[src/rtl/pll_dyn_cfg.sv]
// PLL dynamic-reconfiguration writer and lock supervisor with retry on lock timeout.
// Optional: define PLL_READBACK_EN to read back and verify every byte before releasing the PLL.
module pll_dyn_cfg #(
  parameter  int NUM_REGS     = 4,
  parameter  int RESET_CYCLES = 16,
  parameter  int LOCK_TIMEOUT = 65535,
  parameter  int LOCK_FILTER  = 256,
  parameter  int MAX_RETRY    = 3,
  localparam int RW           = $clog2(MAX_RETRY + 1)
) (
  input  logic                  clk,
  input  logic                  reset_n,
  input  logic                  cfg_valid,
  output logic                  cfg_ready,
  input  logic [8*NUM_REGS-1:0] cfg_data,
  input  logic                  pll_lock,
  output logic                  pll_reset,
  output logic [1:0]            md_opc,
  output logic                  md_ainc,
  output logic [7:0]            md_wdi,
  input  logic [7:0]            md_rdo,
  output logic                  locked,
  output logic                  busy,
  output logic                  error,
  output logic [RW-1:0]         retry_cnt
);

  localparam int IW   = (NUM_REGS > 1) ? $clog2(NUM_REGS) : 1;
  localparam int CMAX = (RESET_CYCLES > LOCK_FILTER) ? RESET_CYCLES : LOCK_FILTER;
  localparam int CW   = $clog2(CMAX + 1);
  localparam int TW   = $clog2(LOCK_TIMEOUT + 1);
  localparam int DW   = 8 * NUM_REGS;

  localparam logic [IW-1:0] LAST_IDX  = IW'(NUM_REGS - 1);
  localparam logic [CW-1:0] RST_LAST  = CW'(RESET_CYCLES - 1);
  localparam logic [CW-1:0] FLT_LAST  = CW'(LOCK_FILTER - 1);
  localparam logic [TW-1:0] TMO_LAST  = TW'(LOCK_TIMEOUT - 1);
  localparam logic [RW-1:0] RETRY_MAX = RW'(MAX_RETRY);

  typedef enum logic [3:0] {
    S_IDLE      = 4'd0,
    S_ARESET    = 4'd1,
    S_CLEAR     = 4'd2,
    S_WRITE     = 4'd3,
    S_WINC      = 4'd4,
    S_RCLEAR    = 4'd5,
    S_READ      = 4'd6,
    S_RCMP      = 4'd7,
    S_RELEASE   = 4'd8,
    S_WAIT_LOCK = 4'd9,
    S_FILTER    = 4'd10,
    S_LOCKED    = 4'd11,
    S_FAIL      = 4'd12
  } state_e;

  state_e          state_q, state_d;
  logic [DW-1:0]   data_q, data_d;
  logic [IW-1:0]   idx_q, idx_d;
  logic [CW-1:0]   cnt_q, cnt_d;
  logic [TW-1:0]   tmo_q, tmo_d;
  logic [RW-1:0]   retry_q, retry_d;
  logic [1:0]      sync_q;
  logic            lock_s, accept_s, retry_req_s;
  logic            pll_reset_q, cfg_ready_q, md_ainc_q, locked_q, busy_q, error_q;
  logic [1:0]      md_opc_q;
  logic [7:0]      md_wdi_q;

  function automatic logic [7:0] byte_at(input logic [DW-1:0] d, input logic [IW-1:0] i);
    return d[{i, 3'b000} +: 8];
  endfunction

  assign lock_s   = sync_q[1];
  assign accept_s = cfg_valid & cfg_ready_q;

`ifndef PLL_READBACK_EN
  logic rdo_unused_s;
  assign rdo_unused_s = ^md_rdo;
`endif

  // Lock synchroniser: pll_lock is asynchronous to clk.
  always_ff @(posedge clk or negedge reset_n) begin
    if (!reset_n) sync_q <= 2'b00;
    else          sync_q <= {sync_q[0], pll_lock};
  end

  // Next-state logic; a new request pre-empts everything else.
  always_comb begin
    state_d     = state_q;
    data_d      = data_q;
    idx_d       = idx_q;
    cnt_d       = cnt_q;
    tmo_d       = tmo_q;
    retry_d     = retry_q;
    retry_req_s = 1'b0;
    if (accept_s) begin
      data_d  = cfg_data;
      retry_d = '0;
      cnt_d   = '0;
      state_d = S_ARESET;
    end else begin
      case (state_q)
        S_ARESET: begin
          if (cnt_q == RST_LAST) state_d = S_CLEAR;
          else                   cnt_d   = cnt_q + CW'(1);
        end
        S_CLEAR: begin
          idx_d   = '0;
          state_d = S_WRITE;
        end
        S_WRITE: state_d = S_WINC;
        S_WINC: begin
          if (idx_q == LAST_IDX) begin
`ifdef PLL_READBACK_EN
            state_d = S_RCLEAR;
`else
            state_d = S_RELEASE;
`endif
          end else begin
            idx_d   = idx_q + IW'(1);
            state_d = S_WRITE;
          end
        end
`ifdef PLL_READBACK_EN
        S_RCLEAR: begin
          idx_d   = '0;
          state_d = S_READ;
        end
        S_READ: state_d = S_RCMP;
        // A readback mismatch is a configuration fault, so no retry is attempted.
        S_RCMP: begin
          if (md_rdo != byte_at(data_q, idx_q)) state_d = S_FAIL;
          else if (idx_q == LAST_IDX)           state_d = S_RELEASE;
          else begin
            idx_d   = idx_q + IW'(1);
            state_d = S_READ;
          end
        end
`endif
        S_RELEASE: begin
          tmo_d   = '0;
          state_d = S_WAIT_LOCK;
        end
        S_WAIT_LOCK: begin
          tmo_d = tmo_q + TW'(1);
          if (tmo_q == TMO_LAST) retry_req_s = 1'b1;
          else if (lock_s) begin
            cnt_d   = '0;
            state_d = S_FILTER;
          end else begin
            state_d = S_WAIT_LOCK;
          end
        end
        // The timeout keeps running here so a chattering lock still ends in a retry.
        S_FILTER: begin
          tmo_d = tmo_q + TW'(1);
          if (!lock_s)                state_d     = S_WAIT_LOCK;
          else if (cnt_q == FLT_LAST) state_d     = S_LOCKED;
          else if (tmo_q == TMO_LAST) retry_req_s = 1'b1;
          else                        cnt_d       = cnt_q + CW'(1);
        end
        S_LOCKED: begin
          if (!lock_s) begin
            tmo_d   = '0;
            state_d = S_WAIT_LOCK;
          end else begin
            state_d = S_LOCKED;
          end
        end
        S_IDLE:  state_d = S_IDLE;
        S_FAIL:  state_d = S_FAIL;
        default: state_d = S_IDLE;
      endcase
      if (retry_req_s) begin
        if (retry_q < RETRY_MAX) begin
          retry_d = retry_q + RW'(1);
          cnt_d   = '0;
          state_d = S_ARESET;
        end else begin
          state_d = S_FAIL;
        end
      end else begin
        retry_d = retry_q;
      end
    end
  end

  // Control state and counters.
  always_ff @(posedge clk or negedge reset_n) begin
    if (!reset_n) begin
      state_q <= S_IDLE;
      data_q  <= '0;
      idx_q   <= '0;
      cnt_q   <= '0;
      tmo_q   <= '0;
      retry_q <= '0;
    end else begin
      state_q <= state_d;
      data_q  <= data_d;
      idx_q   <= idx_d;
      cnt_q   <= cnt_d;
      tmo_q   <= tmo_d;
      retry_q <= retry_d;
    end
  end

  // Outputs are decoded from the next state, so they change together with the state register.
  always_ff @(posedge clk or negedge reset_n) begin
    if (!reset_n) begin
      pll_reset_q <= 1'b1;
      cfg_ready_q <= 1'b1;
      busy_q      <= 1'b0;
      locked_q    <= 1'b0;
      error_q     <= 1'b0;
      md_ainc_q   <= 1'b0;
      md_wdi_q    <= 8'h00;
      md_opc_q    <= 2'b00;
    end else begin
      pll_reset_q <= !(state_d inside {S_WAIT_LOCK, S_FILTER, S_LOCKED});
      cfg_ready_q <= state_d inside {S_IDLE, S_LOCKED, S_FAIL};
      busy_q      <= !(state_d inside {S_IDLE, S_LOCKED, S_FAIL});
      locked_q    <= (state_d == S_LOCKED);
      error_q     <= (state_d == S_FAIL);
      md_ainc_q   <= (state_d == S_WINC) || (state_d == S_RCMP);
      md_wdi_q    <= (state_d == S_WRITE) ? byte_at(data_d, idx_d) : 8'h00;
      case (state_d)
        S_CLEAR, S_RCLEAR: md_opc_q <= 2'b11;
        S_WRITE:           md_opc_q <= 2'b01;
        S_READ:            md_opc_q <= 2'b10;
        default:           md_opc_q <= 2'b00;
      endcase
    end
  end

  assign pll_reset = pll_reset_q;
  assign cfg_ready = cfg_ready_q;
  assign busy      = busy_q;
  assign locked    = locked_q;
  assign error     = error_q;
  assign md_ainc   = md_ainc_q;
  assign md_wdi    = md_wdi_q;
  assign md_opc    = md_opc_q;
  assign retry_cnt = retry_q;

endmodule
[config.mk]
export PLATFORM = sky130hd
export DESIGN_NAME = pll_dyn_cfg
export DESIGN_NICKNAME = d
export VERILOG_FILES = /design/src/rtl/pll_dyn_cfg.sv
export SDC_FILE = /design/constraint.sdc
export NUM_CORES = 1
export LEC_CHECK = 0
export BUFFER_PORTS_ARGS = -buffer_cell sky130_fd_sc_hd__buf_2
export CAP_MARGIN = 5
export CORE_MARGIN = 2
export CORE_UTILIZATION = 45
export CTS_CLUSTER_SIZE = 20
export DETAILED_ROUTE_END_ITERATION = 6
export SLEW_MARGIN = 20
export SYNTH_ARGS = -nofsm -noshare
export SYNTH_HDL_FRONTEND = slang
export SYNTH_SLANG_ARGS = --single-unit
[constraint.sdc]
create_clock -name clk -period 4.84 [get_ports clk]
set_input_delay 0.484 -clock clk [delete_from_list [all_inputs] [get_ports clk]]
set_output_delay 0.484 -clock clk [all_outputs]
set_load 0.02 [all_outputs]
==> results.txt, run 1 <==
* Share of the synthesized area in the top cell type: 44.1%
* Resized cells post-CTS: 0
- The Yosys step of the flow raised 0 warnings.
- Gp weighted congestion: 0.812
- Power density over cell area: 460 nW/µm²
- In this run the worst setup path begins at cnt_q[0].
- Of the total power, the share spent switching nets is 38.7%.
- Flop and latch count out of synthesis: 83
- Yosys attributes the largest share of cell area to dfrtp_1, mux2i_1, nand2_1, nor3_1, o21ai_0.
* Starting utilization of the core area: 46.6%
* Number of nets in the synthesized netlist: 552
- Number of enable-type register cells in the synthesized netlist: 0
- Of the cells placed in the final design, the portion with a size suffix greater than 1 is 17.6%.
- Number of ports placed on the die boundary: 62
- Vias per std cell: 5.81
- Critical Path RT: 5110 ps
- For this design the static power due to leakage is 2.36 nW.
* Post-synthesis cell type with the largest combined area: dfrtp_1
- ANT cells: 0
* Peak supply drop: 349 µV
- Global routing consumed, on the met1 layer, 27.2% of the routing resources.
- The filler cells instantiated in the layout total 930.
* Number of antenna violations at the first check in global routing: 0
* Kind of critical path: flop to flop
- Derived from the worst setup path, the maximum achievable clock frequency is 0.299 GHz.
- Busiest layer in global routing: met2
- By instance count, the leading cell after synthesis is dfrtp_1.
- The worst setup path is captured at a flop.
- After clock tree synthesis, the flow added hold-fix buffers numbering 0.
- Worst-case clock buffer depth: 2
- For the final database, setup skew stands at 12.1 ps.
* Reg clk slew, reported paths: 80 ps
- TritonCTS clock tree: yes
- Counting every instance in the synthesized netlist gives 503.
* Kind of start point of the critical path: flop
- Post-route worst hold slack: 107 ps
- Arrival time of the worst setup path: 3620 ps
- Synthesized area per cell: 9.14 µm²
* Number of buffers created by CTS: 9
- Type of the worst min-delay path: primary input to async pin
* Total of buffers placed on input and output ports: 53
* Global-route wire length before repair: 19.0 mm
- The number of global-route vias before repair was 3859.
- Number of DRC markers after the initial detailed-route iteration: 186
* Ys flop type: dfrtp_1
* Clock latency on the worst-skew pair: 370 ps
* Core area: 9860 µm²
- Result of the run: finished, final reports clean
- Compared with the post-synthesis result, the final layout area differs by 12.0%.
* Met3 Track Usage GR: 5.68%
* Sum of overflow across all layers after global routing: 0
* Crit path max fanout: 9
- Number of distinct library cells after synthesis: 57
- DRT Wirelength: 11.3 mm
- Max-cap violations in this run came to 0.
* Clock sink count: 83
- Number of setup violations in the final report: 0
* Chip width: 105 µm
- Mean routed wirelength per cell: 16.6 µm
* Final clock period utilization by the worst path: 69.1%
- Summed over all nets, the switching power comes to 0.915 mW.
- Cell internal power was estimated by the tool at 1.45 mW.
- The cell sitting at the root of the clock tree is a clkbuf_8.
* Hold violation total from the final report: 0
- The first detailed-routing pass took 5 iterations.
- For this run, design rule violations remaining after detail routing come to 0.
- Adding up every negative setup slack in the final design gives 0 ps.
- The floorplan step set the die height to 105 µm.
- DIE AREA: 11000 µm²
* Pin count of the biggest net entering global routing: 45
- Reg-to-Reg Start: cnt_q[0]
- Proportion of power drawn by flip-flops and latches: 42.1%
- The initialized floorplan defines 36 standard-cell rows.
- The worst pin sits at a relative slew slack of 37.4%.
* GRT Util Overall: 21.5%
- Summing internal, switching and leakage power gives 2.37 mW.
- Post-Synthesis Cell Area: 4600 µm²
* Final number of max-transition violations: 0
* Via count of the routed design: 3949
- Final period demand of the worst path: 3350 ps
- Grt met2 use: 35.9%
- In this run the remaining antenna-violating nets after routing total 0.
- The clock tree synthesis step divided the H-tree into 3 levels.
- Share of power burned in combinational logic: 36.9%
- For the pin with the worst max-slew slack, the measured transition is 915 ps.
* Top post-synthesis cells by count: dfrtp_1, nand2_1, nor2_1, inv_1, nor3_1
* Sequential element share of the synthesized area: 45.2%
- After synthesis, the share of flip-flops with an asynchronous set or reset is 100%.
* RSZ-0062 raised after global routing: no
* Total half-perimeter wirelength after legalization and detailed placement: 7.65 mm
- The number of setup buffers added after CTS is 0.
- The clock network is responsible for 21.0% of the overall power.
- Fin nets: 591
-- stage by stage --
| step | cell area, µm² | setup slack (ps) | std cells | util (%) |
|---|---|---|---|---|
| floorplan | 4600 | 2070 | 503 | - |
| global placement | 4940 | 1530 | 664 | 50.1 |
| global route | 5150 | 1230 | 680 | 52.2 |
| detailed placement | 4940 | 1500 | 664 | 50.1 |
| CTS | 5140 | 1470 | 680 | 52.1 |
| finish | 5150 | 1490 | 680 | 52.2 |
-- worst paths after layout --
check	endpoint	depth (start not counted)	slack [ps]
setup / recovery	md_wdi[4]	11	1490
hold / removal	tmo_q[10]	1	110
setup reg to reg	md_wdi[4]	11	1490
hold reg to reg	sync_q[1]	0	400
max in group asynchronous	pll_reset	2	3770
min in group clk	sync_q[0]	1	220
-- sequential cells by signal, summed over array words and instances (netlist names) --
name / cells
data_q: 32
tmo_q: 16
cnt_q: 9
md_wdi: 8
state_q: 4
idx_q: 2
md_opc: 2
retry_cnt: 2
sync_q: 2
busy: 1
cfg_ready: 1
error: 1
locked: 1
md_ainc: 1
pll_reset: 1
-- area by class of cell --
type	count	area, µm²	share of cell area [%]
tap	133	166	3.23
multi-input combinational	352	2260	43.8
clock buffer	13	179	3.48
clock inverter	3	18.8	0.365
sequential	83	2080	40.4
inverter	38	143	2.77
timing repair buffer	58	305	5.93
-- routing by layer --
metal | wire [µm] | share of wire (%)
met1 | 4970 | 44
met2 | 5720 | 51
met3 | 419 | 3.7
met4 | 167 | 1.5
met5 | 0 | 0
-- power by group through the flow --
stage          Combinational [mW]  Clock, mW  Sequential, mW
2_1_floorplan               0.700          0           0.944
3_3_place_gp                0.842          0           0.997
3_5_place_dp                0.868          0            1.01
4_1_cts                     0.873      0.514           0.993
5_1_grt                     0.967      0.545            1.02
6_report                    0.874      0.497           0.996
-- kinds of logic (layout without fill, tap and decap cells) --
group                    Yosys count  in the layout  synth area share [%]
AND/OR/NAND/NOR                  195            195                  21.3
XOR/XNOR                           2              2                 0.381
flip-flops                        83             83                  45.2
buffers and inverters             68            112                  5.99
adder cells (fa/ha/maj)            5              5                  1.36
multiplexers                      26             26                  5.66
AO/OA/AOI/OAI                    124            124                  20.0
-- worst max-delay path, cell delays in order, from the launching register on --
cell      delay [ps]
dfrtp_1          410
ha_1             260
and3_1           210
nand3_1          110
nor2_1            70
ha_1             240
nor4bb_1         340
o21ai_1          180
nor4_4           420
or2_1            440
o211ai_2         320
nor3_1           260
-- cells in the final DEF (no fill, tap or decap), drive strengths merged, types with 14 or more instances in the layout --
cell	instances
nor2	42
a21oi	14
nor3	34
inv	39
o21ai	34
o31ai	18
dfrtp	81
mux2i	26
buf	58
nand2	49
No activity file was read; power rests on OpenSTA's default activity.
==> inputs of run 2 (changes only) <==
==> constraint.sdc (replaced) <==
create_clock -name clk -period 3.5 [get_ports clk]
set_input_delay 0.35 -clock clk [delete_from_list [all_inputs] [get_ports clk]]
set_output_delay 0.35 -clock clk [all_outputs]
set_load 0.02 [all_outputs]
==> run 2 against run 1 <==
Critical endpoint is now pll_reset. Worst hold slack worse by 100 ps. Flip-flop and latch count stayed put. Combinational power is 38% higher. Worst setup slack worse by 1100 ps. Design area is 0.44% higher. Clock power is 40% higher. Critical path type unchanged. Global-route usage is 0.062 points lower. Via count is 0.30% lower. Count of clock-buffer cells in the layout is 2 lower.
==> results.txt, run 2 (same netlist as run 1, synthesis figures left out) <==
- Result of the run: finished, final reports clean (unchanged).
* Synthesis-to-finish area growth: 12.5% (was 12.0%)
- The average detailed-routed wire length per instance came to 16.3 µm (was 16.6 µm).
- The maximum cell stage delay along the critical path came to 430 ps (was 440 ps).
* Total of buffers placed on input and output ports: 53 (unchanged)
- The flop-to-flop setup slack came to 350 ps (was 1490 ps).
- The number of design-rule violations left by the first detailed-router iteration is 171 (was 186).
- Destination of the worst register-to-register timing path: pll_reset (was md_wdi[4])
- Number of placement rows: 36 (unchanged)
- The maximum fanout along the worst path came to 10 (was 9).
* Post-route worst hold slack: 3.19 ps (was 107 ps)
- The net total in the final layout came to 595 (was 591).
- DRT Wirelength: 11.1 mm (was 11.3 mm)
- The vias after detailed routing came to 3937 (was 3949).
- The number of gates given a new drive strength after cts is 0 (unchanged).
- The number of placed instances, taps included was 668 (was 664).
* Core area: 9860 µm² (unchanged)
- Arrival time of the worst setup path: 3440 ps (was 3620 ps)
- The nature of the critical path endpoint was a flop (unchanged).
- Fin Setup TNS: 0 ps (unchanged)
- The final routed DRC violation total is 0 (unchanged).
- The worst setup skew after layout came to 9.90 ps (was 12.1 ps).
- The launch point of the worst reg-to-reg path is cnt_q[0] (unchanged).
- The first-pass GRT wire length is 19.0 mm (about the same).
- Worst-case clock buffer depth: 2 (unchanged)
- Kind of start point of the critical path: flop (unchanged)
* RSZ-0062 raised after global routing: no (unchanged)
* Leakage power total: 2.36 nW (about the same)
- Kind of critical path: flop to flop (unchanged)
* Final critical-path setup slack: 345 ps (was 1490 ps)
- Flip-flop count of the largest register after layout: 32 (unchanged)
- The overall global routing resource usage was 21.5% (about the same).
- Clock sink count: 83 (unchanged)
- The number of fill cells in the layout came to 909 (was 930).
* Crit path cell chain: ha_1 -> and3_1 -> nand3_1 -> nor2_1 -> ha_1 -> nor4bb_1 -> o21ai_1 -> nor4_4 -> or2_1 -> a21oi_4 -> a2111o_1 (was ha_1 -> and3_1 -> nand3_1 -> nor2_1 -> ha_1 -> nor4bb_1 -> o21ai_1 -> nor4_4 -> or2_1 -> o211ai_2 -> nor3_1)
- The cell area after placement was 4970 µm² (was 4940 µm²).
- The minimum setup slack after placement is 348 ps (was 1500 ps).
- Gp weighted congestion: 0.834 (was 0.812)
- The largest register by flop count is data_q (unchanged).
* Leading registers by flop count: data_q x32, tmo_q x16, cnt_q x9 (unchanged)
- Critical Path RT: 3790 ps (was 5110 ps)
- Slew at the pin with the worst max-slew slack: 781 ps (was 915 ps)
* Layout cells sized above 1: 17.8% (was 17.6%)
- The post-route antenna net violation count came to 0 (unchanged).
- The total setup buffers inserted after CTS was 0 (unchanged).
- Number of setup violations in the final report: 0 (unchanged)
- Non-filler instance count after layout: 684 (was 680)
- The normalized max-slew margin was 46.6% (was 37.4%).
* Chip width: 105 µm (unchanged)
- The leading cell type in the layout, fill and taps excluded is dfrtp_1 (unchanged).
- DIE AREA: 11000 µm² (unchanged)
- Top library cells by usage in the layout, fill and taps aside: dfrtp_1, buf_2, nand2_1 (unchanged)
* TritonCTS clock tree: yes (unchanged)
- Number of cells traversed by the worst register-to-register path: 11 (unchanged)
- The post-layout minimum cycle time came to 3150 ps (was 3350 ps).
- Hold violation total from the final report: 0 (unchanged)
- Max Freq: 0.317 GHz (was 0.299 GHz)
- The root cell of the clock tree is clkbuf_8 (unchanged).
- Starting utilization of the core area: 46.6% (unchanged)
- Vias per std cell: 5.76 (was 5.81)
* Number of global-route vias before repair: 3922 (was 3859)
* Htree depth: 3 (unchanged)
* Final number of max-transition violations: 0 (unchanged)
* Pin count of the biggest net entering global routing: 84 (was 45)
- The final instance area came to 5170 µm² (was 5150 µm²).
- The share of the clock period used by the worst path came to 90.1% (was 69.1%).
* Crit path buf inv count: 0 (unchanged)
- The antenna cell count came to 0 (unchanged).
- Library cell appearing most often on the critical path: ha_1 (unchanged)
- Detailed-router iteration count before antenna repair: 4 (was 5)
- Number of buffers created by CTS: 9 (unchanged)
- The clock latency of the later-clocked register in the worst-skew pair was 370 ps (about the same).
* Kind of cell with the highest combined delay on the critical path: simple AND/OR/NAND/NOR gates (unchanged)
* Sum of overflow across all layers after global routing: 0 (unchanged)
- Reg clk slew, reported paths: 80 ps (about the same)
* Number of ports placed on the die boundary: 62 (unchanged)
- Die extent in y: 105 µm (unchanged)
* Power density over cell area: 633 nW/µm² (was 460 nW/µm²)
- Cell with the biggest individual delay on the critical path: a2111o_1 (was or2_1)
* Total half-perimeter wirelength after legalization and detailed placement: 7.61 mm (was 7.65 mm)
* Type of the worst min-delay path: primary input to async pin (unchanged)
- Tot Pwr: 3.27 mW (was 2.37 mW)
- The post-route core utilization was 52.4% (was 52.2%).
* Count of hold buffers inserted by post-cts repair: 0 (unchanged)
* Maxcap violations: 0 (unchanged)
- Peak supply drop: 357 µV (was 349 µV)
* Number of antenna violations at the first check in global routing: 0 (unchanged)
[run 2: how the worst max path moves through the flow]
stage / start / endpoint / cells past startpoint
6_report: cnt_q[0] / pll_reset / 11
5_1_grt: cnt_q[0] / pll_reset / 11
4_1_cts: cnt_q[0] / md_wdi[5] / 11
3_5_place_dp: cnt_q[0] / pll_reset / 11
3_3_place_gp: cnt_q[0] / pll_reset / 11
2_1_floorplan: cnt_q[0] / pll_reset / 12
[run 2: per-layer routing]
metal	part of all wire, %	track usage (%)	vias to the layer above
met1	43	27.3	1919
li1	-	-	1912
met4	2.6	8.95	0
met5	0	0	-
met3	3.7	4.43	22
met2	50	35.6	84
[run 2: area by class of cell]
cell class	count	area [µm²]	area share, %
multi-input cells	352	2250	43.5
flip-flops and latches	83	2080	40.2
repair buffers	62	339	6.56
well taps	133	166	3.22
inverters	38	143	2.76
clock buffers	11	141	2.73
clock inverters	5	52.6	1.02
[run 2: where the power goes]
group | total, mW | internal [mW] | switching, mW
logic | 1.21 | 0.484 | 0.723
registers | 1.37 | 1.19 | 0.175
clock network | 0.698 | 0.346 | 0.352
